--- config.mk ---
export PLATFORM = sky130hd
export DESIGN_NAME = sseg_share_arbiter
export DESIGN_NICKNAME = d
export VERILOG_FILES = /design/src/rtl/sseg_share_arbiter.sv
export SDC_FILE = /design/constraint.sdc
export NUM_CORES = 1
export LEC_CHECK = 0
export BUFFER_PORTS_ARGS = -buffer_cell sky130_fd_sc_hd__buf_2
export CORE_ASPECT_RATIO = 1.5
export CORE_MARGIN = 3
export CORE_UTILIZATION = 42
export DETAILED_ROUTE_END_ITERATION = 6
export GPL_TIMING_DRIVEN = 0
export HOLD_SLACK_MARGIN = 0.15
export PLACE_DENSITY_LB_ADDON = 0.25
export SLEW_MARGIN = 0
export SYNTH_ARGS = -nofsm -noshare
export SYNTH_HDL_FRONTEND = slang
export SYNTH_SLANG_ARGS = --single-unit
export TNS_END_PERCENT = 50
--- constraint.sdc ---
create_clock -name clk -period 5.4 [get_ports clk]
set_input_delay 0.54 -clock clk [delete_from_list [all_inputs] [get_ports clk]]
set_output_delay 0.54 -clock clk [all_outputs]
set_load 0.01 [all_outputs]
--- src/rtl/sseg_share_arbiter.sv ---
// Purpose: round-robin sharing of one 4-digit seven-segment driver between N_REQ requesters, with a minimum dwell.
// Latency: 1 cycle from request/data to grant/disp_value; all outputs are registered.
// Backpressure: none; requests are levels, and a waiting requester is served at release or at dwell expiry.
module sseg_share_arbiter #(
  parameter int N_REQ = 3,
  parameter int DWELL = 50_000_000,
  parameter int CNT_W = 26
) (
  input  logic                  clk,
  input  logic                  rst,
  input  logic [N_REQ-1:0]      req,
  input  logic [16*N_REQ-1:0]   req_data,
  output logic [N_REQ-1:0]      grant,
  output logic [15:0]           disp_value,
  output logic [1:0]            disp_src,
  output logic                  busy
);

  // Every nibble above 9 is decoded as dark by the display driver.
  localparam logic [15:0]      BLANK     = 16'hFFFF;
  localparam logic [2:0]       NR3       = 3'(N_REQ);
  localparam logic [CNT_W-1:0] DWELL_MAX = CNT_W'(DWELL - 1);

  // One-hot encoding, so any other code is recognisably illegal and falls back to IDLE.
  typedef enum logic [1:0] {
    IDLE = 2'b01,
    OWN  = 2'b10
  } state_t;

  state_t           state;
  state_t           state_nxt;
  logic [1:0]       rr_ptr;
  logic [1:0]       rr_nxt;
  logic [CNT_W-1:0] cnt;
  logic [CNT_W-1:0] cnt_nxt;
  logic [N_REQ-1:0] grant_nxt;
  logic [15:0]      disp_value_nxt;
  logic [1:0]       disp_src_nxt;
  logic             busy_nxt;

  // While a grant is active, disp_src holds the owner index, so it doubles as the owner register.
  logic             owner_req;
  logic [N_REQ-1:0] others;
  logic [2:0]       inc3;
  logic [1:0]       owner_inc;
  logic [1:0]       idle_win;
  logic [1:0]       pre_win;
  logic             dwell_done;

  function automatic logic [N_REQ-1:0] onehot(input logic [1:0] idx);
    onehot = '0;
    for (int i = 0; i < N_REQ; i++) onehot[i] = (idx == 2'(i));
  endfunction

  // An index outside the requester range selects the blank word.
  function automatic logic [15:0] slice_of(input logic [16*N_REQ-1:0] d, input logic [1:0] idx);
    slice_of = BLANK;
    for (int i = 0; i < N_REQ; i++) begin
      if (idx == 2'(i)) slice_of = d[16*i +: 16];
    end
  endfunction

  // Returns the first requester at or after base, or after base when skip0 is set, wrapping at N_REQ-1.
  // The request vector is rotated so that bit k is requester (base+k) mod N_REQ.
  function automatic logic [1:0] rr_pick(input logic [N_REQ-1:0] r, input logic [1:0] base,
                                         input logic skip0);
    logic [N_REQ-1:0] rot;
    logic [2:0]       idx;
    rr_pick = base;
    rot     = N_REQ'({r, r} >> base);
    for (int k = N_REQ - 1; k >= 0; k--) begin
      if (rot[k] && !(skip0 && (k == 0))) begin
        idx = {1'b0, base} + 3'(k);
        if (idx >= NR3) idx = idx - NR3;
        rr_pick = idx[1:0];
      end
    end
  endfunction

  // Arbitration helpers derived from the current owner, the pointer and the dwell counter.
  always_comb begin
    owner_req  = |(req & onehot(disp_src));
    others     = req & ~onehot(disp_src);
    inc3       = {1'b0, disp_src} + 3'd1;
    owner_inc  = (inc3 >= NR3) ? 2'd0 : inc3[1:0];
    dwell_done = (cnt == DWELL_MAX);
    idle_win   = rr_pick(req, rr_ptr, 1'b0);
    pre_win    = rr_pick(req, disp_src, 1'b1);
  end

  // State register.
  always_ff @(posedge clk or posedge rst) begin
    if (rst) state <= IDLE;
    else     state <= state_nxt;
  end

  // Next-state logic: a release always goes back to IDLE, and a preemption stays in OWN.
  always_comb begin
    state_nxt = IDLE;
    case (state)
      IDLE:    state_nxt = (|req) ? OWN : IDLE;
      OWN:     state_nxt = owner_req ? OWN : IDLE;
      default: state_nxt = IDLE;
    endcase
  end

  // Output logic: next values of the registered outputs, the dwell counter and the rr pointer.
  always_comb begin
    grant_nxt      = '0;
    disp_value_nxt = BLANK;
    disp_src_nxt   = disp_src;
    busy_nxt       = 1'b0;
    cnt_nxt        = '0;
    rr_nxt         = rr_ptr;
    case (state)
      IDLE: begin
        if (|req) begin
          grant_nxt      = onehot(idle_win);
          disp_value_nxt = slice_of(req_data, idle_win);
          disp_src_nxt   = idle_win;
          busy_nxt       = 1'b1;
        end
      end
      OWN: begin
        if (!owner_req) begin
          // Release takes priority over dwell expiry; arbitration restarts from IDLE next cycle.
          rr_nxt = owner_inc;
        end else if (dwell_done && (|others)) begin
          // Hand over directly, so grant never passes through zero.
          grant_nxt      = onehot(pre_win);
          disp_value_nxt = slice_of(req_data, pre_win);
          disp_src_nxt   = pre_win;
          busy_nxt       = 1'b1;
          rr_nxt         = owner_inc;
        end else begin
          grant_nxt      = onehot(disp_src);
          disp_value_nxt = slice_of(req_data, disp_src);
          busy_nxt       = 1'b1;
          cnt_nxt        = dwell_done ? cnt : cnt + 1'b1;
        end
      end
      default: begin
        rr_nxt = '0;
      end
    endcase
  end

  // Registered outputs and arbitration bookkeeping.
  always_ff @(posedge clk or posedge rst) begin
    if (rst) begin
      grant      <= '0;
      disp_value <= BLANK;
      disp_src   <= 2'd0;
      busy       <= 1'b0;
      cnt        <= '0;
      rr_ptr     <= 2'd0;
    end else begin
      grant      <= grant_nxt;
      disp_value <= disp_value_nxt;
      disp_src   <= disp_src_nxt;
      busy       <= busy_nxt;
      cnt        <= cnt_nxt;
      rr_ptr     <= rr_nxt;
    end
  end

endmodule

==> impl_metrics.csv <==
group,metric,value,unit
outcome,outcome,"finished, final reports clean",
layout,final_util,50.1,%
critical_path,crit_buf_inv,3,
timing,hold_slack,170,ps
synth,ys_ff_latch,51,
critical_path,crit_top_cell,"a32o_1",
route,initialDrtViolationCount,470,
critical_path,crit_required,5620,ps
run,drv_cap,0,
synth,ys_seq_area_share,29.6,%
clock_network,cts_resized,0,
route,ant_nets,0,
layout,syn_to_final_growth,16.2,%
route,dr.pass1.iters,6,
critical_path,reg2reg_setup_slack,2150,ps
critical_path,cp_top_family,"compound AO/OA/AOI/OAI gates",
synth,synth-async-reset-ratio,100,%
floorplan,boundaryPins,75,
floorplan,start_util,43.1,%
timing,setup_viol,0,
layout,layout.cells.non_filler,761,
timing,min_period_over_period,60.2,%
clock_network,cts.path.max_buffers,2,
clock_network,clkSinkCount,51,
floorplan,fp.dieW,89.5,um
synth,synth_flop_cell,"dfrtp_1",
global_route,overflow,0,
timing,clock.fmax,0.308,GHz
global_route,grt_start_max_net_pins,41,
timing,hold_violations,0,
layout,finalNetCount,681,
synth,yosysWarnings,0,
power_and_ir_drop,leakage,2.06,nW
layout,drive_gt1_share,23.7,%
placement,port_buffers,74,
floorplan,rows,45,
synth,syn_nets,599,
clock_network,ctsHoldBuffers,0,
synth,synth.most_common_cell,"o21ai_0",
route,finalWirelength,13.8,mm
clock_network,clkTransAtPathRegs,70,ps
timing,slew_headroom,49.0,%
clock_network,cts_max_level,2,
timing,setup_tns,0,ps
layout,antenna_cells,0,
global_route,antenna_found_initial,0,
route,post_drt_wl_per_cell,18.2,um
clock_network,cts_made_buffers,5,
synth,synth_common_cells,"59 x o21ai_0, 54 x nand2_1, 45 x nor2_1, 34 x dfrtp_1, 29 x a21oi_1",
route,drc,0,
critical_path,worstSetupStartpointType,"flop",
global_route,grt.total_usage,23.6,%
critical_path,critPathSlowestCell,"nor2_1",
critical_path,crit_type,"reg -> reg",
layout,design_area,0.00510,mm^2
clock_network,postCtsSetupBuffers,0,
synth,synth_area,0.00439,mm^2
synth,synthTopCellsByArea,"dfrtp_1 19%, dfstp_2 10%, o21ai_0 6.7%",
clock_network,clk_latency,300,ps
critical_path,crit_fanout,10,
critical_path,path_cells,"buf_4 -> inv_1 -> ha_1 -> or3b_1 -> a32o_1 -> a32o_1 -> buf_2 -> nor2_1 -> a2bb2oi_1 -> a211o_1",
floorplan,die_area,0.0117,mm^2
timing,finClkSkew,10.1,ps
floorplan,dieHeight,131,um
placement,dpl_worst_slack,2230,ps
global_route,grt_pass1_wl,22.1,mm
global_route,grt_pass1_vias,4484,
placement,place_area,0.00496,mm^2
floorplan,core_area,0.0102,mm^2
placement,place_congestion,0.896,
hold_path,hold_class,"in -> async",
synth,avgSynthCellArea,8.18,um^2
synth,synth_edf_count,0,
route,vias,4591,
critical_path,cp.arrival,3480,ps
power_and_ir_drop,peakVddDrop,320,uV
critical_path,critPathCaptureType,"flop",
timing,rsz0062_at_grt,"false",
timing,tightest_slew,765,ps
timing,timing.final.ws_setup,2150,ps
timing,min_period,3250,ps
route,routed_via_density,6.03,
power_and_ir_drop,power_density,496,mW/mm^2
placement,place_inst,753,
clock_network,tritoncts,"done",
synth,synth_top_area_share,19.4,%
synth,yosys.area.top_type,"dfrtp_1",
synth,synthCells,537,
power_and_ir_drop,total_power,2.53,mW
synth,synthDistinctLibCells,70,
clock_network,clock_tree.root_cell,"clkbuf_16",
critical_path,cpPeakStageDelay,540,ps
placement,dp_hpwl,10.2,mm
timing,finalMaxSlewViolations,0,
==> worst reg2reg max path, stage by stage (launching register included) <==
cell and delay [ps]:
dfrtp_1 500, buf_4 240, inv_1 90, ha_1 260, or3b_1 370, a32o_1 270, a32o_1 250, buf_2 180
nor2_1 540, a2bb2oi_1 140, a211o_1 350
==> power by group <==
group	total (mW)	leakage [nW]	internal, mW	switching (mW)
clock network	0.321	0.0740	0.172	0.149
logic	1.66	1.33	0.608	1.05
registers	0.555	0.650	0.507	0.0474
==> sequential cells by signal, summed over array words and instances, names as in the netlist <==
| register | flops |
|---|---|
| rr_ptr | 2 |
| grant | 3 |
| state | 1 |
| disp_src | 2 |
| cnt | 26 |
| busy | 1 |
| disp_value | 16 |
==> per-layer routing <==
| metal | up-vias | part of all wire, % | track usage, % |
|---|---|---|---|
| met3 | 48 | 5.8 | 3.26 |
| met5 | - | 0 | 0 |
| met1 | 2183 | 39 | 27.8 |
| li1 | 2160 | - | - |
| met4 | 0 | 4.2 | 11.8 |
| met2 | 200 | 51 | 40.4 |
==> worst paths after layout <==
check,startpoint,endpoint,cells past startpoint
worst min-delay path,rst,cnt[5],2
max in group asynchronous,rst,disp_value[1],3
worst max register to register,rr_ptr[0],disp_value[13],10
worst min register to register,cnt[25],cnt[25],2
min in group clk,req_data[25],disp_value[9],3
worst max-delay path,rr_ptr[0],disp_value[13],10
==> cells by family (layout without fill, tap and decap cells) <==
logic type                 Yosys count  after routing  synth area share [%]
AOI/OAI and AO/OA                  190            190                  29.7
xor gates and xnor gates            17             17                  3.39
adders and majority gates            9              9                  2.56
buffers and inverters               53            136                  6.13
DFF                                 51             51                  29.6
muxes                               19             19                  4.82
and+or+nand+nor                    198            198                  23.9
==> cells in the final DEF (no fill, tap or decap), types with 4 or more instances in the layout <==
master and count:
nand4_1 7, clkbuf_16 5, xor2_1 10, o221a_1 7, buf_2 88, nand3_1 19
a21oi_1 29, ha_1 9, nor2b_1 5, buf_6 5, nor3_1 7, nand2_1 54
dfstp_2 17, a221oi_1 7, dfrtp_1 34, nor2_1 45, o31ai_1 10, a211o_1 9
o21ai_0 59, a2bb2oi_1 7, clkbuf_1 16, mux2i_1 14, buf_4 4, nand2b_1 15
o31a_1 8, inv_1 12, xnor2_1 7, o22ai_1 16, or3_1 9, a22oi_1 12
and3_1 10
==> final cells by class <==
cell class                 instances  area (um^2)
clock buffer                       5          125
clock inverter                     3         18.8
buffer                            39          216
multi-input combinational        433         2820
fill                            1005         5090
timing repair buffer              75          390
inverter                          14         52.6
tap                              141          176
sequential                        51         1300
Power figures use the tool's default switching activity.
